<file path="config.mk">
export PLATFORM = sky130hd
export DESIGN_NAME = mem_arbiter
export DESIGN_NICKNAME = d
export VERILOG_FILES = /design/src/rtl/mem_arbiter_pkg.sv /design/src/rtl/mem_arbiter_tag_table.sv /design/src/rtl/mem_arbiter.sv
export SDC_FILE = /design/constraint.sdc
export NUM_CORES = 1
export LEC_CHECK = 0
export BUFFER_PORTS_ARGS = -buffer_cell sky130_fd_sc_hd__buf_2
export CORE_AREA = 2 2 211 213
export DETAILED_ROUTE_END_ITERATION = 12
export DIE_AREA = 0 0 213 215
export SYNTH_ARGS = -nofsm -noshare
export SYNTH_HDL_FRONTEND = slang
export SYNTH_SLANG_ARGS = --single-unit
export TNS_END_PERCENT = 100
</file>
<file path="constraint.sdc">
create_clock -name clk -period 3.1 [get_ports clk]
set_input_delay 0.155 -clock clk [delete_from_list [all_inputs] [get_ports clk]]
set_output_delay 0.155 -clock clk [all_outputs]
set_load 0.005 [all_outputs]
</file>
<file path="src/rtl/mem_arbiter_pkg.sv">
// mem_arbiter_pkg
// Shared definitions for the processor-memory arbiter:
//   - bus_cmd_e   : memory bus command encoding (BUS_NONE/BUS_LOAD/BUS_STORE)
//   - OWNER_*     : which requester a load tag belongs to (and the round-robin
//                   pointer encoding)
//   - tag_entry_t : one tag-table entry {valid, owner, lsq_idx}
// The lsq_idx field width is LSQ_IDX_W; the arbiter's LSQ_IDX parameter must
// not exceed it.
package mem_arbiter_pkg;

    typedef enum logic [1:0] {
        BUS_NONE  = 2'd0,
        BUS_LOAD  = 2'd1,
        BUS_STORE = 2'd2
    } bus_cmd_e;

    localparam logic OWNER_IF  = 1'b0;
    localparam logic OWNER_LSQ = 1'b1;

    localparam int LSQ_IDX_W = 3;

    typedef struct packed {
        logic                 valid;
        logic                 owner;
        logic [LSQ_IDX_W-1:0] lsq_idx;
    } tag_entry_t;

endpackage

</file>
<file path="src/rtl/mem_arbiter_tag_table.sv">
// mem_tag_table
// Tag-indexed record of outstanding loads plus the outstanding-load counter.
// Ports:
//   clk, reset            : clock, synchronous active-high reset
//   alloc_en/tag/owner/idx: record a granted load under alloc_tag
//   ret_tag               : tag of data returning from memory (0 = none)
//   ret_entry             : current contents of entry[ret_tag]
//   ret_hit               : ret_tag is nonzero and its entry is valid
//   outstanding           : number of loads in flight
//   full                  : outstanding has reached MAX_OUT
// A return and an allocation of the same tag in one cycle is legal: the
// lookup sees the old contents and the entry ends up holding the new load.
module mem_tag_table
    import mem_arbiter_pkg::*;
#(
    parameter int TAG_W   = 4,
    parameter int LSQ_IDX = 3,
    parameter int MAX_OUT = 8
) (
    input  logic               clk,
    input  logic               reset,
    input  logic               alloc_en,
    input  logic [TAG_W-1:0]   alloc_tag,
    input  logic               alloc_owner,
    input  logic [LSQ_IDX-1:0] alloc_idx,
    input  logic [TAG_W-1:0]   ret_tag,
    output tag_entry_t         ret_entry,
    output logic               ret_hit,
    output logic [TAG_W-1:0]   outstanding,
    output logic               full
);

    localparam int DEPTH = 1 << TAG_W;

    tag_entry_t         table_q [DEPTH];
    tag_entry_t         table_d [DEPTH];
    logic [TAG_W-1:0]   outstanding_q;
    logic [TAG_W-1:0]   outstanding_d;

    assign ret_entry   = table_q[ret_tag];
    assign ret_hit     = (ret_tag != '0) && ret_entry.valid;
    assign outstanding = outstanding_q;
    assign full        = (outstanding_q == TAG_W'(MAX_OUT));

    always_comb begin
        table_d = table_q;
        // Free first so a same-tag allocation in this cycle overwrites it.
        if (ret_hit) begin
            table_d[ret_tag] = '0;
        end
        if (alloc_en) begin
            table_d[alloc_tag].valid   = 1'b1;
            table_d[alloc_tag].owner   = alloc_owner;
            table_d[alloc_tag].lsq_idx = LSQ_IDX_W'(alloc_idx);
        end
    end

    // Alloc and free together cancel; bounds guard against wrapping.
    always_comb begin
        outstanding_d = outstanding_q;
        if (alloc_en && !ret_hit && (outstanding_q != TAG_W'(MAX_OUT))) begin
            outstanding_d = outstanding_q + 1'b1;
        end else if (!alloc_en && ret_hit && (outstanding_q != '0)) begin
            outstanding_d = outstanding_q - 1'b1;
        end
    end

    always_ff @(posedge clk) begin
        if (reset) begin
            for (int i = 0; i < DEPTH; i++) begin
                table_q[i] <= '0;
            end
            outstanding_q <= '0;
        end else begin
            table_q       <= table_d;
            outstanding_q <= outstanding_d;
        end
    end

endmodule

</file>
<file path="src/rtl/mem_arbiter.sv">
// mem_arbiter
// Shares the single processor-memory port between the LSQ (loads/stores) and
// instruction fetch (loads only), and routes returning load data back to the
// requester that issued it.
// Ports:
//   clk, reset                    : clock, synchronous active-high reset
//   lsq_cmd/addr/data/idx         : LSQ request (BUS_NONE/LOAD/STORE)
//   lsq_grant                     : LSQ request accepted this cycle
//   lsq_resp_valid/idx/data       : returned LSQ load (one cycle pulse)
//   if_req/if_addr, if_grant      : fetch load request and its acceptance
//   if_resp_valid/data            : returned fetch load (one cycle pulse)
//   mem_cmd/addr/wdata            : command to memory (combinational)
//   mem_response                  : nonzero = accepted, value is the tag
//   mem_rdata/mem_tag             : returning data and its tag (0 = none)
//   outstanding                   : loads currently in flight
//   tag_err                       : sticky, data returned on an unknown tag
// Handshake: a requester holds its request until it sees its grant; grant is
// asserted in the same cycle the request is selected and memory answers with
// a nonzero tag. Responses are never stalled.
// Build option: define MEM_ARB_RR_EN for round-robin priority between the two
// requesters; otherwise the LSQ always wins.
module mem_arbiter
    import mem_arbiter_pkg::*;
#(
    parameter int TAG_W   = 4,
    parameter int LSQ_IDX = 3,
    parameter int MAX_OUT = 8
) (
    input  logic               clk,
    input  logic               reset,
    input  logic [1:0]         lsq_cmd,
    input  logic [63:0]        lsq_addr,
    input  logic [63:0]        lsq_data,
    input  logic [LSQ_IDX-1:0] lsq_idx,
    output logic               lsq_grant,
    output logic               lsq_resp_valid,
    output logic [LSQ_IDX-1:0] lsq_resp_idx,
    output logic [63:0]        lsq_resp_data,
    input  logic               if_req,
    input  logic [63:0]        if_addr,
    output logic               if_grant,
    output logic               if_resp_valid,
    output logic [63:0]        if_resp_data,
    output logic [1:0]         mem_cmd,
    output logic [63:0]        mem_addr,
    output logic [63:0]        mem_wdata,
    input  logic [TAG_W-1:0]   mem_response,
    input  logic [63:0]        mem_rdata,
    input  logic [TAG_W-1:0]   mem_tag,
    output logic [TAG_W-1:0]   outstanding,
    output logic               tag_err
);

    logic lsq_is_load, lsq_is_store;
    logic lsq_elig, if_elig;
    logic lsq_sel, if_sel;
    logic full;
    logic alloc_en, alloc_owner;
    logic ret_hit;
    tag_entry_t ret_entry;

    logic               lsq_resp_valid_q, lsq_resp_valid_d;
    logic [LSQ_IDX-1:0] lsq_resp_idx_q,   lsq_resp_idx_d;
    logic [63:0]        lsq_resp_data_q,  lsq_resp_data_d;
    logic               if_resp_valid_q,  if_resp_valid_d;
    logic [63:0]        if_resp_data_q,   if_resp_data_d;
    logic               tag_err_q,        tag_err_d;

    assign lsq_is_load  = (lsq_cmd == BUS_LOAD);
    assign lsq_is_store = (lsq_cmd == BUS_STORE);

    // Loads wait while the tag budget is exhausted; stores never allocate.
    assign lsq_elig = lsq_is_store || (lsq_is_load && !full);
    assign if_elig  = if_req && !full;

`ifdef MEM_ARB_RR_EN
    // prio_q names the requester that wins a tie; it flips after each grant.
    logic prio_q, prio_d;

    assign lsq_sel = lsq_elig && !(if_elig && (prio_q == OWNER_IF));
    assign if_sel  = if_elig && !(lsq_elig && (prio_q == OWNER_LSQ));

    always_comb begin
        prio_d = prio_q;
        if (lsq_grant) begin
            prio_d = OWNER_IF;
        end else if (if_grant) begin
            prio_d = OWNER_LSQ;
        end
    end

    always_ff @(posedge clk) begin
        if (reset) begin
            prio_q <= OWNER_LSQ;
        end else begin
            prio_q <= prio_d;
        end
    end
`else
    assign lsq_sel = lsq_elig;
    assign if_sel  = if_elig && !lsq_elig;
`endif

    assign lsq_grant = lsq_sel && (mem_response != '0);
    assign if_grant  = if_sel  && (mem_response != '0);

    always_comb begin
        mem_cmd   = BUS_NONE;
        mem_addr  = '0;
        mem_wdata = '0;
        if (lsq_sel) begin
            mem_cmd  = lsq_cmd;
            mem_addr = lsq_addr;
            if (lsq_is_store) begin
                mem_wdata = lsq_data;
            end
        end else if (if_sel) begin
            mem_cmd  = BUS_LOAD;
            mem_addr = if_addr;
        end
    end

    assign alloc_en    = (lsq_grant && lsq_is_load) || if_grant;
    assign alloc_owner = lsq_grant ? OWNER_LSQ : OWNER_IF;

    mem_tag_table #(
        .TAG_W   (TAG_W),
        .LSQ_IDX (LSQ_IDX),
        .MAX_OUT (MAX_OUT)
    ) u_tag_table (
        .clk         (clk),
        .reset       (reset),
        .alloc_en    (alloc_en),
        .alloc_tag   (mem_response),
        .alloc_owner (alloc_owner),
        .alloc_idx   (lsq_idx),
        .ret_tag     (mem_tag),
        .ret_entry   (ret_entry),
        .ret_hit     (ret_hit),
        .outstanding (outstanding),
        .full        (full)
    );

    // Response registers: valids pulse for one cycle, payload holds.
    always_comb begin
        lsq_resp_valid_d = ret_hit && (ret_entry.owner == OWNER_LSQ);
        if_resp_valid_d  = ret_hit && (ret_entry.owner == OWNER_IF);
        lsq_resp_idx_d   = lsq_resp_idx_q;
        lsq_resp_data_d  = lsq_resp_data_q;
        if_resp_data_d   = if_resp_data_q;
        if (lsq_resp_valid_d) begin
            lsq_resp_idx_d  = LSQ_IDX'(ret_entry.lsq_idx);
            lsq_resp_data_d = mem_rdata;
        end
        if (if_resp_valid_d) begin
            if_resp_data_d = mem_rdata;
        end
        tag_err_d = tag_err_q || ((mem_tag != '0) && !ret_hit);
    end

    always_ff @(posedge clk) begin
        if (reset) begin
            lsq_resp_valid_q <= 1'b0;
            lsq_resp_idx_q   <= '0;
            lsq_resp_data_q  <= '0;
            if_resp_valid_q  <= 1'b0;
            if_resp_data_q   <= '0;
            tag_err_q        <= 1'b0;
        end else begin
            lsq_resp_valid_q <= lsq_resp_valid_d;
            lsq_resp_idx_q   <= lsq_resp_idx_d;
            lsq_resp_data_q  <= lsq_resp_data_d;
            if_resp_valid_q  <= if_resp_valid_d;
            if_resp_data_q   <= if_resp_data_d;
            tag_err_q        <= tag_err_d;
        end
    end

    assign lsq_resp_valid = lsq_resp_valid_q;
    assign lsq_resp_idx   = lsq_resp_idx_q;
    assign lsq_resp_data  = lsq_resp_data_q;
    assign if_resp_valid  = if_resp_valid_q;
    assign if_resp_data   = if_resp_data_q;
    assign tag_err        = tag_err_q;

endmodule

</file>
---- After elaboration in Yosys (flattened, before gate mapping) ----
Cells that the tools add are included.
word-level totals
  bits in registers ....................... 218
  bits in latches ......................... 0
  word-level logic and storage cells ...... 122
  RAM bits ................................ 0
  output and inout bits ................... 270
  ROM bits ................................ 0
  memories ................................ 0
cells by class
  div/mod/pow operators ................... 0
  mux-type cells .......................... 25
  equal/unequal tests ..................... 4
  shifts and indexed selects .............. 0
  $mul .................................... 0
  $add $sub $neg .......................... 2
  bitwise operators ....................... 5
  magnitude comparators ................... 4
  reductions and logical operators ........ 27
operators with widths
  kind                                                         count
  2-to-1 mux 64 bit                                            4
  bitwise mux 80 bit                                           3
  2-to-1 mux 80 bit                                            2
  bitwise AND 80 bit                                           1
  demux 5 bit (select 4 bit)                                   4
  NOT 80 bit                                                   1
  binary-select mux 5 bit (select 4 bit)                       1
  2-to-1 mux 5 bit                                             4
  logical AND 1 bit                                            16
  2-to-1 mux 4 bit                                             3
  nonzero test 4 bit                                           3
  >= comparator 5 bit (second input constant)                  2
  less-than comparator 5 x 1 -> 1 bit (second input constant)  2
  NOT 4 -> 5 bit                                               2
  adder 4 x 1 -> 4 bit (second input constant)                 1
  == test 4 bit (second input constant)                        1
  logical NOT 1 bit                                            4
  != test 4 bit (second input constant)                        1
  subtractor 4 x 1 -> 4 bit (second input constant)            1
  logical OR 1 bit                                             3
  2-to-1 mux 3 bit                                             1
  == test 2 x 1 -> 1 bit (second input constant)               1
  == test 2 bit (second input constant)                        1
  2-to-1 mux 1 bit                                             2
  3 further kinds                                              3

---- Longest topological paths before layout ----
  depth after elaboration ................. 13
  depth in mapped cells ................... 13
  mapped depth without buffers ............ 11

---- Cells and area by module ----
From an unflattened synthesis, not the netlist that was laid out.
second synthesis, totals
  cells, all modules ...................... 1169
  area total of the unflattened synthesis .. 9860.7 µm²
by module, submodules not included
  module         cells each  area an instance (µm²)  instances  seq. area each (µm²)
  mem_arbiter    744         5811.8                  1          2682.6
  mem_tag_table  425         4048.9                  1          1681.6

---- Least setup slack after synthesis ----
No wires, ideal clock.
  kind .................................... reg2reg
  start point ............................. register u_tag_table.outstanding_q[0] (netlist: u_tag_table.outstanding[0])
  end point ............................... register u_tag_table.outstanding_q[3] (netlist: u_tag_table.outstanding[3])
  cell stages (with the launch flop) ...... 10
  path slack .............................. 412 ps
  setup time .............................. 92 ps
  period minus slack after synthesis ...... 2688 ps
  path buffers ............................ 1
  arrival ................................. 2596 ps
  cells stage by stage .................... dfxtp_1 nor4b_2 a211oi_1 clkbuf_1 nand2_1 ha_1 a21o_1 a21oi_1 a32oi_1 o32ai_1
between the ends
  cells in the longest elaborated chain, start to end .. 12
ends and longest elaborated chain
  item                            line                                  source
  from (decl)                     mem_arbiter_tag_table.sv:37           logic [TAG_W-1:0] outstanding_q;
  from (signal assigned)          mem_arbiter_tag_table.sv:76           outstanding_q <= outstanding_d;
  == test 4 bit                   mem_arbiter_tag_table.sv:43           assign full = (outstanding_q == TAG_W'(MAX_OUT));
  logical NOT 1 bit               mem_arbiter.sv:73, mem_arbiter.sv:74
  logical AND 1 bit               mem_arbiter.sv:73                     assign lsq_elig = lsq_is_store || (lsq_is_load && !full);
  logical OR 1 bit                mem_arbiter.sv:73
  logical NOT 1 bit               mem_arbiter.sv:101                    assign if_sel = if_elig && !lsq_elig;
  logical AND 1 bit               mem_arbiter.sv:101
  logical AND 1 bit               mem_arbiter.sv:105                    assign if_grant = if_sel && (mem_response != '0);
  logical OR 1 bit                mem_arbiter.sv:123                    assign alloc_en = (lsq_grant && lsq_is_load) || if_grant;
  logical NOT 1 bit               mem_arbiter_tag_table.sv:63           end else if (!alloc_en && ret_hit && (outstanding_q != '0)) begin
  logical AND 1 bit (2 in a row)  mem_arbiter_tag_table.sv:63
  nonzero test 2 bit (no line)    --
Parallel ways exist; a longest one is shown, timed or not. The select of a mux whose other input is x is not followed.
A chain may end at the register's enable or synchronous reset.

---- Worst setup path in the final report ----
  start point ............................. register u_tag_table.outstanding_q[1] (netlist: u_tag_table.outstanding[1])
  end point ............................... output port lsq_grant
between the ends
  cells in the longest elaborated chain, start to end .. 5
ends and longest elaborated chain
  item               line                         source
  == test 4 bit      mem_arbiter_tag_table.sv:43
  logical NOT 1 bit  mem_arbiter.sv:73
  logical AND 1 bit  mem_arbiter.sv:73
  logical OR 1 bit   mem_arbiter.sv:73
  logical AND 1 bit  mem_arbiter.sv:104           assign lsq_grant = lsq_sel && (mem_response != '0);
  to (decl)          mem_arbiter.sv:35            output logic lsq_grant,
Every way passes these cells.

==> impl_metrics.toml <==
[floorplan]
core_um2 = 43600
die_h_um = 215
rows = 77
ios = 542
dieArea_um2 = 45800
start_util_pct = 23.3
die_w_um = 213

[global_routing]
grt-ovfl-total = 0
track_usage_pct = 15.9
grt_pass1_vias = 10373
antenna_found_initial = 4
grt_max_degree = 130
grt_pass1_wl_um = 57500

[synth]
synth_edf_count = 0
synth_top_cell_area_share_pct = 42.7
syn_area_per_cell_um2 = 8.47
async_flop_share_pct = 0
yosysUniqueCellTypes = 45
synth.area.top_cells = "dfxtp_1, mux2i_1, nand2_1"
synthFlopType = "dfxtp_1"
ys_ff_latch = 217
netlist_area_um2 = 10200
yosys_warnings = 0
syn_inst = 1200
syn_nets = 1475
synth_top_cell_by_area = "dfxtp_1"
synth_common_cells = "dfxtp_1, nand2_1, nor2_1"
synth.most_common_cell = "dfxtp_1"
yosysSeqAreaShare_pct = 42.7

[power]
total_power_w = 0.00703
p_comb_share_pct = 18.3
peakVddDrop_mv = 0.343
p_seq_share_pct = 41.6
p_per_area_nw_per_um2 = 469
p_sw_share_pct = 27.2
p_int_w = 0.00511
switching_power_w = 0.00191
pwr-share-clk_pct = 40.1
leakage_nw = 6.72

[critical_path]
end_kind = "primary output"
slowest_stage = "nor4b_2"
crit_chain = "nor4b_2, buf_4, o21bai_4, nand2_1, inv_1, buf_2"
required_ps = 2940
path_buf_inv = 3
start_kind = "flop"
arrival_ps = 2770
crit_fanout = 12
crit_type = "flop to primary output"
path_delay_family = "simple AND/OR/NAND/NOR gates"
max_stage_delay_ps = 540

[min_path]
hold_class = "primary input to flop"

[finish]
regArea_um2 = 4340
area_growth_pct = 47.2
num_antenna_cells = 0
fill_cells = 4499
fin_nets = 2060
drive_gt1_share_pct = 36.0
multi_input_area_um2 = 5360

[clock_network]
postCtsSetupBuffers = 0
htreeDepth = 1
cts_root_buf = "clkbuf_16"
cts_resized = 0
clk_pin_slew_worst_paths_ps = 60
tritoncts = "done"
cts_buffer_depth = 3
clk_latency_ps = 540
cts.sinks = 217
numCtsBuffers = 23

[timing]
hold_slack_ps = 34.6
fin_skew_ps = 35.4
fin_crit_ps = 2920
finalHoldViolations = 0
slew_viol_final = 0
setup_viol = 0
tns_ps = 0
period_share_pct = 94.3
maxSlewHeadroom_pct = 29.7
rsz0062_at_grt = "no"
fmaxAchievable_mhz = 342
worst_pin_slew_ps = 1050
setup_ws_ps = 176

[detailed_routing]
wirelength_um = 39100
top_layer = "met5"
wire_per_inst_um = 16.3
drt-initial-drc-count = 713
final_antenna_net_count = 0
wl_met2_um = 19200
via_count = 10835
viasPerCell = 4.53
wl_met1_um = 15300
drcViolationCount = 0
dr.pass1.iters = 5
met3_wirelength_um = 3300

[place]
portBuffers = 541
dp_slack_ps = 367
place_hpwl_um = 29700
globalplace.congestion = 0.921

[job]
maxCapViolations = 0

[run_status]
status = "complete, no violations"
[power groups by stage]
| stage | combinational (W) | sequential, W | clock (W) |
|---|---|---|---|
| after CTS | 0.00128 | 0.00292 | 0.00292 |
| after global placement | 0.00120 | 0.00298 | 0 |
| after floorplan | 0.000614 | 0.00298 | 0 |
| after global routing | 0.00141 | 0.00293 | 0.00303 |
| after detailed placement | 0.00121 | 0.00299 | 0 |
| final | 0.00128 | 0.00293 | 0.00282 |
[layout make-up]
class	count	area share [%]
multi-input combinational	891	35.8
sequential	217	29.0
timing repair buffer	645	24.9
tap	592	4.95
clock buffer	33	4.43
clock inverter	7	0.719
inverter	7	0.176
[final timing paths]
check	start	to	slack, ps	cells after the start
max	u_tag_table.outstanding[1]	lsq_grant	180	6
min reg2reg	u_tag_table.table_q[62]	u_tag_table.table_q[62]	460	2
min	lsq_idx[1]	u_tag_table.table_q[66]	30	3
max reg2reg	u_tag_table.table_q[4]	u_tag_table.outstanding[3]	490	10
[placed cells by master (no fill, tap or decap), drive strengths merged, types with 2 or more instances in the layout]
cell           n
a21oi         74
mux2i        138
nand2b         4
nand3         71
o21bai         2
nor2         167
and2          67
o21ai         66
a31oi         11
dlygate4sd3   64
nor2b         17
dfxtp        217
a2111oi        2
inv            9
a221oi         2
a21o           2
bufinv         2
nor3           8
mux4          20
clkinv         3
nand2        206
nand4         15
ha             2
clkbuf        33
buf          581
or2            2
[sequential cells by signal (all words and copies together) (netlist names), named ones only]
signal	flops
u_tag_table.outstanding	4
lsq_resp_idx	3
u_tag_table.table_q	75
if_resp_data	64
tag_err	1
lsq_resp_valid	1
lsq_resp_data	64
if_resp_valid	1
[stage by stage]
step / instances / instance area, µm² / util [%]
after CTS: 2392 / 15000 / 34.3
after global placement: 2288 / 13600 / 31.1
after detailed placement: 2288 / 13600 / 31.1
final: 2392 / 15000 / 34.3
after floorplan: 1200 / 10200 / -
after global routing: 2392 / 15000 / 34.3
[what timing repair did]
action / in CTS / in global routing
endpoints found under the setup margin: 0 / 0
hold buffers: 64 / 0
endpoints found under the hold margin: 128 / 0
[logic make-up (layout without fill, tap and decap cells)]
kind of cell             after synthesis  count (layout)  synth area share, %
XOR/XNOR                               1               1               0.0862
AND/OR/NAND/NOR                      561             561                 24.5
buffers and inverters                 92             692                 5.05
flip-flops                           217             217                 42.7
adder cells (fa/ha/maj)                3               3                0.443
AO/OA/AOI/OAI                        168             168                 9.23
multiplexers                         158             158                 18.0
[routing by layer]
metal | up-vias | global-route usage, %
met4 | 4 | 5.85
li1 | 5248 | -
met2 | 531 | 28.9
met5 | - | 0
met3 | 78 | 2.94
met1 | 4974 | 18.4
[worst min-delay path, stage by stage]
cell	delay (ps)
buf_2	220
nand2_1	100
a21oi_1	50
Power figures use the tool's default switching activity.
